**src/rtl/spi_mstr16.sv**
```systemverilog
// spi_mstr16: 16-bit SPI master, mode 3 (SCLK idles high, sample on rise,
// drive on fall). One full-duplex 16-bit exchange per wrt pulse.
//
// Ports:
//   clk      system clock
//   rst      synchronous active-high reset
//   wrt      one-clk start pulse, accepted only while idle
//   cmd      16-bit word shifted out MSB first
//   done     set at end of transfer, held until next accepted wrt
//   rd_data  16-bit word shifted in from MISO
//   SS_n     active-low slave select
//   SCLK     serial clock, period 2**DIV_W clk
//   MOSI     serial data out (MSB of shift register)
//   MISO     serial data in
module spi_mstr16 #(
    parameter int DIV_W = 5
) (
    input  logic        clk,
    input  logic        rst,
    input  logic        wrt,
    input  logic [15:0] cmd,
    output logic        done,
    output logic [15:0] rd_data,
    output logic        SS_n,
    output logic        SCLK,
    output logic        MOSI,
    input  logic        MISO
);

    // Load value gives a quarter-period of SCLK-high front porch.
    localparam logic [DIV_W-1:0] DIV_LOAD =
        DIV_W'(2**DIV_W - 2**(DIV_W-2));
    localparam logic [DIV_W-1:0] DIV_SMPL = DIV_W'(2**(DIV_W-1) - 1);
    localparam logic [DIV_W-1:0] DIV_SHFT = '1;
    localparam logic [DIV_W-1:0] DIV_BP   = DIV_W'(2**(DIV_W-2) - 1);

    typedef enum logic [1:0] {
        IDLE,
        SHIFT,
        BACK_PORCH
    } state_t;

    state_t           r_state;
    logic [DIV_W-1:0] r_div;
    logic [15:0]      r_shft;
    logic [3:0]       r_bit_cnt;
    logic             r_miso_smpl;
    logic             r_first;
    logic             r_ss_n;
    logic             r_done;
    logic             w_sclk;

    always_ff @(posedge clk) begin
        if (rst) begin
            r_state     <= IDLE;
            r_div       <= '0;
            r_shft      <= '0;
            r_bit_cnt   <= '0;
            r_miso_smpl <= 1'b0;
            r_first     <= 1'b0;
            r_ss_n      <= 1'b1;
            r_done      <= 1'b0;
        end else begin
            unique case (r_state)
                IDLE: begin
                    if (wrt) begin
                        r_shft    <= cmd;
                        r_div     <= DIV_LOAD;
                        r_bit_cnt <= '0;
                        r_first   <= 1'b1;
                        r_done    <= 1'b0;
                        r_ss_n    <= 1'b0;
                        r_state   <= SHIFT;
                    end
                end
                SHIFT: begin
                    r_div <= r_div + 1'b1;
                    if (r_div == DIV_SMPL) begin
                        r_miso_smpl <= MISO;
                    end
                    if (r_div == DIV_SHFT) begin
                        // MOSI already shows bit 15 on the first fall,
                        // so that fall must not shift.
                        if (r_first) begin
                            r_first <= 1'b0;
                        end else begin
                            r_shft    <= {r_shft[14:0], r_miso_smpl};
                            r_bit_cnt <= r_bit_cnt + 4'd1;
                            if (r_bit_cnt == 4'd15) begin
                                r_state <= BACK_PORCH;
                            end
                        end
                    end
                end
                BACK_PORCH: begin
                    r_div <= r_div + 1'b1;
                    if (r_div == DIV_BP) begin
                        r_ss_n  <= 1'b1;
                        r_done  <= 1'b1;
                        r_state <= IDLE;
                    end
                end
                default: begin
                    r_state <= IDLE;
                end
            endcase
        end
    end

    // SCLK only toggles while shifting; held high otherwise so the
    // final divider wrap produces no 17th falling edge.
    assign w_sclk  = (r_state == SHIFT) ? r_div[DIV_W-1] : 1'b1;

    assign SCLK    = w_sclk;
    assign MOSI    = r_shft[15];
    assign rd_data = r_shft;
    assign SS_n    = r_ss_n;
    assign done    = r_done;

endmodule

```
**config.mk**
```make
export PLATFORM = sky130hd
export DESIGN_NAME = spi_mstr16
export DESIGN_NICKNAME = d
export VERILOG_FILES = /design/src/rtl/spi_mstr16.sv
export SDC_FILE = /design/constraint.sdc
export NUM_CORES = 1
export LEC_CHECK = 0
export ABC_AREA = 1
export BUFFER_PORTS_ARGS = -buffer_cell sky130_fd_sc_hd__buf_2
export CAP_MARGIN = 15
export CORE_UTILIZATION = 47
export DETAILED_ROUTE_END_ITERATION = 12
export GPL_TIMING_DRIVEN = 0
export PLACE_DENSITY = 0.72
export SLEW_MARGIN = 5
export SYNTH_ARGS = -nofsm -noshare
export SYNTH_HDL_FRONTEND = slang
export SYNTH_SLANG_ARGS = --single-unit
```
**constraint.sdc**
```tcl
create_clock -name clk -period 1.7 [get_ports clk]
set_input_delay 0 -clock clk [delete_from_list [all_inputs] [get_ports clk]]
set_output_delay 0 -clock clk [all_outputs]
set_load 0.01 [all_outputs]
```
==> results of run 1 <==
-- routing by layer --
layer / track usage / routed length (um) / up-vias
li1: - / - / 906
met1: 0.286 / 1810 / 786
met2: 0.388 / 2050 / 41
met3: 0.0672 / 184 / 8
met4: 0.0942 / 81 / 0
met5: 0 / 0 / -
-- synth_stat cells, types with 2 or more instances --
| cell | instances |
|---|---|
| a21oi_1 | 10 |
| buf_2 | 2 |
| buf_4 | 3 |
| buf_6 | 3 |
| clkbuf_1 | 2 |
| dfxtp_1 | 31 |
| ha_1 | 7 |
| inv_1 | 15 |
| inv_2 | 2 |
| nand2_1 | 75 |
| nand2_2 | 2 |
| nand2_4 | 2 |
| nand3_1 | 12 |
| nand4_1 | 2 |
| nor2_1 | 43 |
| o21ai_0 | 12 |
| o21ai_1 | 7 |
-- critical path: cells and delay by family, from the launching register on --
kind                       cells  cell delay, ps
adders and majority gates      2             320
and+or+nand+nor                7             580
DFF                            1             360
buffers and inverters          3             270
-- area by class of cell --
type / instances / share of cell area
Multi-Input combinational cell: 181 / 0.399
Buffer: 12 / 0.0444
Timing Repair inverter: 1 / 0.00268
Clock buffer: 8 / 0.0294
Tap cell: 46 / 0.0246
Inverter: 18 / 0.0321
Timing Repair Buffer: 65 / 0.201
Sequential cell: 31 / 0.266
-- kinds of logic (layout without fill, tap and decap cells) --
family          Yosys count  in the layout  synth area share
fa+ha+maj                 7              7            0.0530
compound gates           33             33             0.107
buf+inv                  30            104             0.102
simple gates            141            141             0.362
flops                    31             31             0.376
-- report_power, final --
group | internal, uW | total [uW] | switching (uW)
Combinational | 988 | 2260 | 1270
Sequential | 1020 | 1230 | 207
Clock | 243 | 492 | 249
-- per-stage QoR --
step | setup TNS [ps] | utilization | hold WS [ps] | worst slack (ps) | instance area (um2)
floorplan | 0 | - | 152 | 54.3 | 1650
global placement | -1180 | 0.565 | 278 | -113 | 1900
detailed placement | -1560 | 0.565 | 280 | -129 | 1900
CTS | 0 | 0.654 | 468 | 4.85 | 2200
global route | -155 | 0.695 | 491 | -27.3 | 2340
finish | 0 | 0.695 | 469 | 51.7 | 2340
-- repair_timing --
action / CTS / global route
setup endpoints to repair: 20 / 22
gates resized for setup: 6 / 20
hold buffers: 19 / 0
endpoints found under the hold margin: 24 / 0
gates cloned: 0 / 2
setup buffers: 4 / 3
pin swaps: 2 / 3
-- worst paths after layout --
kind / from / end / slack, ps
worst max-delay path: r_div[1]$_SDFFE_PP0P_ / rd_data[4]$_SDFFE_PP0P_ / 50
worst min-delay path: SS_n$_SDFFE_PP1P_ / SS_n$_SDFFE_PP1P_ / 470
worst max register to register: r_div[1]$_SDFFE_PP0P_ / rd_data[4]$_SDFFE_PP0P_ / 50
worst min register to register: SS_n$_SDFFE_PP1P_ / SS_n$_SDFFE_PP1P_ / 470
-- flip-flops by register name (all words and copies together), names as in the netlist --
register / flops
r_bit_cnt: 4
r_div: 5
done: 1
r_first: 1
r_miso_smpl: 1
r_state: 2
rd_data: 16
SS_n: 1
==> reports/results.ini, run 1 <==
[status]
status=finished clean

[yosys]
ys_warn_count=0
synthesis.area_um2=1650
synth_area_leaders=dfxtp_1 38%, nand2_1 17%, nor2_1 9.8%, ha_1 5.3%, nand3_1 3.6%
yosysTopAreaCellShare=0.376
synth_nets=269
yosysTopAreaCell=dfxtp_1
netlist_instances=242
postSynthAreaPerCell_um2=6.82
synth_edf_count=0
ys_seq_elements=31
synth-seq-area-share=0.376
async_flop_share=0
synth_ff_type=dfxtp_1
ys_types=29

[cts]
clockBufferDepth=2
clk-insertion-delay-late_ps=330
cts_tree=done
clk_pin_slew_ps=100
cts.sinks=31
cts_buffers=5
h-tree-depth=2
cts-root-buf=clkbuf_4

[min_path]
min_path_type=reg -> reg
whs_path_depth=2

[route]
route.detailed.drc=0
viasPerCell=4.81
vias=1741
first_pass_iters=4
antenna_left=0
wl_per_cell_um=11.4
routed_wirelength_um=4130
drt-initial-drc-count=86

[setup_path]
cp_max_fo=5
critical_path.cell_chain=ha_4 > nand2_4 > nor2_4 > ha_2 > inv_2 > nand2_4 > nand2_4 > nor2_8 > inv_8 > clkbuf_16 > nor2_2 > nor2_1
crit_path_end_kind=flip-flop
arrival_ps=1870
critical_path_class=reg -> reg
cp-start-kind=flip-flop
critPathMaxStageDelay_ps=360
reg2regPathDepth=12
path_common_cell=nand2_4
cp.required_ps=1930
slowest_stage=dfxtp_2

[pwr]
p_leak_uw=0.00118
total_power_uw=3980
ir_drop_v=0.000880
pwr_density_cell_nw_per_um2=1700

[finish]
nets=342
final_common_cell=nand2_1
multi_input_area_um2=933
antenna_cells=0
area.growth.synth_to_final_pct=41.6
drive_gt1_frac=0.294
fillCellCount=300
regArea_um2=623
final_cell_mix=73 x nand2_1, 40 x buf_2, 35 x nor2_1, 29 x dfxtp_1, 19 x dlygate4sd3_1
final_cell_count_no_fill=362

[floorplanning]
initial_core_util=0.491
num_io_pins=40
die_h_um=61.3
dieArea_um2=3760
coreArea_um2=3360
die_x_um=61.3
core.rowCount=21

[grt]
grt_pass1_vias=1569
track_usage=0.234
gr-total-overflow=0
grt_max_degree=11
grt_pass1_wl_um=6420
grt_antenna_before_repair=0

[timing]
drv_slew=0
maxSlewHeadroom=0.716
hold_violations=0
skew_ps=5.54
period_minus_slack_ps=1650
finalCritPeriodShare=0.970
worst_pin_slew_ps=425
rsz0062_at_grt=yes
max_clock_freq_ghz=0.607
setup_viol=0

[placed_design]
place_congestion=0.829
dpl.cell_count=326
numPortBuffers=38
dpl.hpwl_um=2560

[flow_run]
cap_violations=0

Note: power is estimated with default switching activity, not from simulation.
==> run 2: changes to the inputs <==
==> constraint.sdc (replaced) <==
create_clock -name clk -period 1.5 [get_ports clk]
set_input_delay 0 -clock clk [delete_from_list [all_inputs] [get_ports clk]]
set_output_delay 0 -clock clk [all_outputs]
set_load 0.01 [all_outputs]
==> run 2 against run 1 <==
Effect of this change:
- non-clock buffer count is 5 higher
- hold slack worse by 450 ps
- design area is 3.9% higher
- setup slack worse by 200 ps
- cell count is 1.1% higher
- critical endpoint is now rd_data[0]$_SDFFE_PP0P_
- largest power group unchanged
- clock skew is 8.0 ps higher
- the flow now finishes with violations (setup timing)
- sequential share of layout area is 0.73 points lower
==> reports/results.ini, run 2 (synthesis results as in run 1) <==
[timing]
skew_ps=13.6
hold_violations=0
worst_pin_slew_ps=427
whs_ps=18.4
maxSlewHeadroom=0.715
finalCritPeriodShare=1.10
rsz0062_at_grt=yes
setup_tns_ps=-2520
period_minus_slack_ps=1650
setup_viol=22
drv_slew=0
fin_ws_ps=-153
max_clock_freq_ghz=0.605

[route]
drt-initial-drc-count=76
first_pass_iters=4
vias=1820
antenna_left=0
viasPerCell=4.97
route.detailed.drc=0
routed_wirelength_um=4510
wl_per_cell_um=12.3

[floorplanning]
core.rowCount=21
die_x_um=61.3
coreArea_um2=3360
initial_core_util=0.491
dieArea_um2=3760
die_h_um=61.3
num_io_pins=40

[grt]
met1_usage=0.311
grt_antenna_before_repair=0
grt_max_degree=11
gr-total-overflow=0
use_met3=0.0441
grt_pass1_vias=1516
grt_use_met2=0.396
grt_pass1_wl_um=6680
grt.busiest_layer=met2
track_usage=0.244

[placed_design]
place_congestion=0.776
dpl.cell_count=326
numPortBuffers=38
dpl.hpwl_um=2550

[setup_path]
crit_path_end_kind=flip-flop
path_common_cell=nand2_4
critical_path_class=reg -> reg
critical_path.cell_chain=ha_4 > nand2_4 > nor2_4 > ha_2 > inv_2 > nand2_4 > nand2_4 > nor2_8 > buf_8 > o21ai_1 > nor2_1
cp_max_fo=10
crit_buf_inv=2
slowest_stage=dfxtp_4
cpLargestDelayFamily=simple AND/OR/NAND/NOR gates
cp.required_ps=1760
critPathMaxStageDelay_ps=380
cp-start-kind=flip-flop
arrival_ps=1910

[status]
violations=setup timing
status=finished, violations left

[cts]
clk_pin_slew_ps=100
cts-root-buf=clkbuf_4
cts_buffers=5
cts_tree=done
clk-insertion-delay-late_ps=340
cts.sinks=31
h-tree-depth=2
clockBufferDepth=2

[finish]
nets=346
largest_reg_flops=16
final_cell_mix=71 x nand2_1, 39 x buf_2, 37 x nor2_1, 28 x dfxtp_1, 18 x dlygate4sd3_1
final_cell_count_no_fill=366
fillCellCount=273
area.growth.synth_to_final_pct=47.0
final_common_cell=nand2_1
antenna_cells=0
drive_gt1_frac=0.331
fin_util=0.722
multi_input_area_um2=968
regArea_um2=629

[pwr]
ir_drop_v=0.00128
total_power_uw=4830
pwr_density_cell_nw_per_um2=1990
p_leak_uw=0.00122

[min_path]
min_path_type=in -> reg

[flow_run]
cap_violations=0

[run 2: where the power goes]
part	switching (uW)	leakage [uW]	internal, uW
Combinational	1510	0.000916	1200
Clock	303	0.0000482	394
Sequential	251	0.000257	1170
Total	2060	0.00122	2760
[run 2: final timing paths]
check / slack [ps] / start / cells after the start / end
worst min-delay path: 20 / cmd[14] / 5 / rd_data[14]$_SDFFE_PP0P_
worst max-delay path: -150 / r_div[1]$_SDFFE_PP0P_ / 11 / rd_data[0]$_SDFFE_PP0P_
worst min register to register: 460 / SS_n$_SDFFE_PP1P_ / 2 / SS_n$_SDFFE_PP1P_
worst max register to register: -150 / r_div[1]$_SDFFE_PP0P_ / 11 / rd_data[0]$_SDFFE_PP0P_
[run 2: layout make-up]
type                            count  share of cell area
Multi-Input combinational cell    181               0.399
Sequential cell                    31               0.259
Timing Repair Buffer               70               0.205
Buffer                             12              0.0474
Inverter                           18              0.0309
Tap cell                           46              0.0237
Clock buffer                        6              0.0211
Clock inverter                      2              0.0144
[run 2: per-stage QoR]
| stage | setup slack (ps) | area (um2) |
|---|---|---|
| after floorplan | -84.6 | 1680 |
| after detailed placement | -235 | 1920 |
| final | -153 | 2430 |
| after global placement | -210 | 1920 |
| after global routing | -215 | 2430 |
| after CTS | -118 | 2290 |
[run 2: repair_timing]
action / 4_1_cts / 5_1_grt
pin swaps: 5 / 5
gates resized for setup: 15 / 20
gates cloned: 0 / 1
endpoints found under the hold margin: 23 / 0
hold buffers: 18 / 0
setup endpoints to repair: 25 / 27
setup buffers: 6 / 7
[run 2: tightest hold or removal path: stages]
cell and delay, ps:
buf_2 80, nand2_1 40, nand2_1 50, nor2_1 40
nor2_1 100
[run 2: layer usage]
layer	up-vias	wire, um	part of all wire
met5	-	0	0
met4	0	119	0.026
met1	838	1970	0.44
met3	13	190	0.042
met2	51	2230	0.49
li1	918	-	-
==> run 3: changes to the inputs <==
--- a/config.mk
+++ b/config.mk
@@ -12,6 +12,7 @@
 export DETAILED_ROUTE_END_ITERATION = 12
 export GPL_TIMING_DRIVEN = 0
 export PLACE_DENSITY = 0.72
+export RECOVER_POWER = 25
 export SLEW_MARGIN = 5
 export SYNTH_ARGS = -nofsm -noshare
 export SYNTH_HDL_FRONTEND = slang
==> run 3 against run 2 <==
Effect of this change:
- sequential power about the same
- non-clock buffer count unchanged
- critical path depth unchanged
- the flow still finishes with violations (setup timing)
- register-to-register slack about the same
- maximum frequency down 0.17%
- clock-buffer cell count unchanged
- clock power about the same
- sequential share of layout area up 0.067 points
==> reports/results.ini, run 3 (synthesis results as in run 1) <==
[pwr]
ir_drop_v=0.00128
p_leak_uw=0.00120
pwr_density_cell_nw_per_um2=1990
total_power_uw=4810

[cts]
h-tree-depth=2
clockBufferDepth=2
clk-insertion-delay-late_ps=340
cts.sinks=31
clk_pin_slew_ps=100
cts-root-buf=clkbuf_4
cts_buffers=5
cts_tree=done

[route]
route.detailed.drc=0
viasPerCell=4.98
first_pass_iters=4
drt-initial-drc-count=76
wl_per_cell_um=12.3
routed_wirelength_um=4510
antenna_left=0
vias=1824

[floorplanning]
num_io_pins=40
die_h_um=61.3
dieArea_um2=3760
coreArea_um2=3360
initial_core_util=0.491
core.rowCount=21
die_x_um=61.3

[placed_design]
numPortBuffers=38
place_congestion=0.776
dpl.hpwl_um=2550
dpl.cell_count=326

[finish]
fin_util=0.720
final_cell_mix=71 x nand2_1, 37 x nor2_1, 34 x buf_2, 28 x dfxtp_1, 18 x dlygate4sd3_1
drive_gt1_frac=0.316
final_common_cell=nand2_1
nets=346
area.growth.synth_to_final_pct=46.7
final_cell_count_no_fill=366
largest_reg_flops=16
antenna_cells=0

[setup_path]
critical_path.cell_chain=ha_4 > nand2_4 > nor2_4 > ha_2 > inv_2 > nand2_4 > nand2_4 > nor2_8 > buf_8 > o21ai_1 > nor2_1
crit_path_end_kind=flip-flop
path_common_cell=nand2_4
critPathMaxStageDelay_ps=380
worstReg2RegStart=r_div[1]$_SDFFE_PP0P_
critPathLaunch=r_div[1]$_SDFFE_PP0P_
critical_path_class=reg -> reg
cp.required_ps=1760
slowest_stage=dfxtp_4
cp_max_fo=10
arrival_ps=1910
cp-start-kind=flip-flop

[grt]
grt_pass1_vias=1516
gr-total-overflow=0
grt_max_degree=11
grt_antenna_before_repair=0
track_usage=0.244
grt_pass1_wl_um=6680

[timing]
setup_tns_ps=-2540
skew_ps=13.4
whs_ps=18.5
drv_slew=0
period_minus_slack_ps=1660
maxSlewHeadroom=0.715
hold_violations=0
max_clock_freq_ghz=0.604
rsz0062_at_grt=yes
setup_viol=22
fin_ws_ps=-156
finalCritPeriodShare=1.10
worst_pin_slew_ps=427

[min_path]
hold_start=cmd[14]
min_path_type=in -> reg

[status]
violations=setup timing
status=finished, violations left

[flow_run]
cap_violations=0

-- run 3: routing by layer --
layer	vias up	track usage	part of all wire
met5	-	0	0
met4	0	0.120	0.026
met1	840	0.311	0.43
li1	918	-	-
met3	13	0.0441	0.043
met2	53	0.396	0.50
-- run 3: critical path: cells and delay by family (launching register included) --
kind	cells	cell delay, ps
adder cells (fa/ha/maj)	2	310
flip-flops	1	380
AND/OR/NAND/NOR	6	600
AO/OA/AOI/OAI	1	80
buffers and inverters	2	210
-- run 3: what timing repair did --
| action | in CTS | in global routing |
|---|---|---|
| endpoints found under the hold margin | 23 | 0 |
| buffers inserted | 6 | 7 |
| resized for setup | 15 | 20 |
| pin swaps | 5 | 5 |
| cloned | 0 | 1 |
| endpoints found under the setup margin | 25 | 27 |
| hold buffers | 18 | 0 |
-- run 3: final timing paths --
path,depth (start not counted),slack [ps],endpoint
min,5,20,rd_data[14]$_SDFFE_PP0P_
max reg2reg,11,-160,rd_data[0]$_SDFFE_PP0P_
min reg2reg,2,470,SS_n$_SDFFE_PP1P_
max,11,-160,rd_data[0]$_SDFFE_PP0P_
-- run 3: report_power, final --
group / switching (uW) / total, uW / internal (uW)
sequential: 254 / 1420 / 1170
clock: 303 / 696 / 394
combinational: 1510 / 2700 / 1190
-- run 3: final cells by class --
type	instances	area [um2]
fillers	277	941
repair buffers	70	490
clock buffers	6	51.3
inverters	18	75.1
flip-flops and latches	31	629
clock inverters	2	35.0
plain buffers	12	115
multi-input cells	181	968
well taps	46	57.6
-- run 3: metrics by stage --
stage	worst slack (ps)	area, um2
6_report	-156	2420
5_1_grt	-215	2420
4_1_cts	-118	2290
3_5_place_dp	-235	1920
3_3_place_gp	-210	1920
2_1_floorplan	-84.6	1680
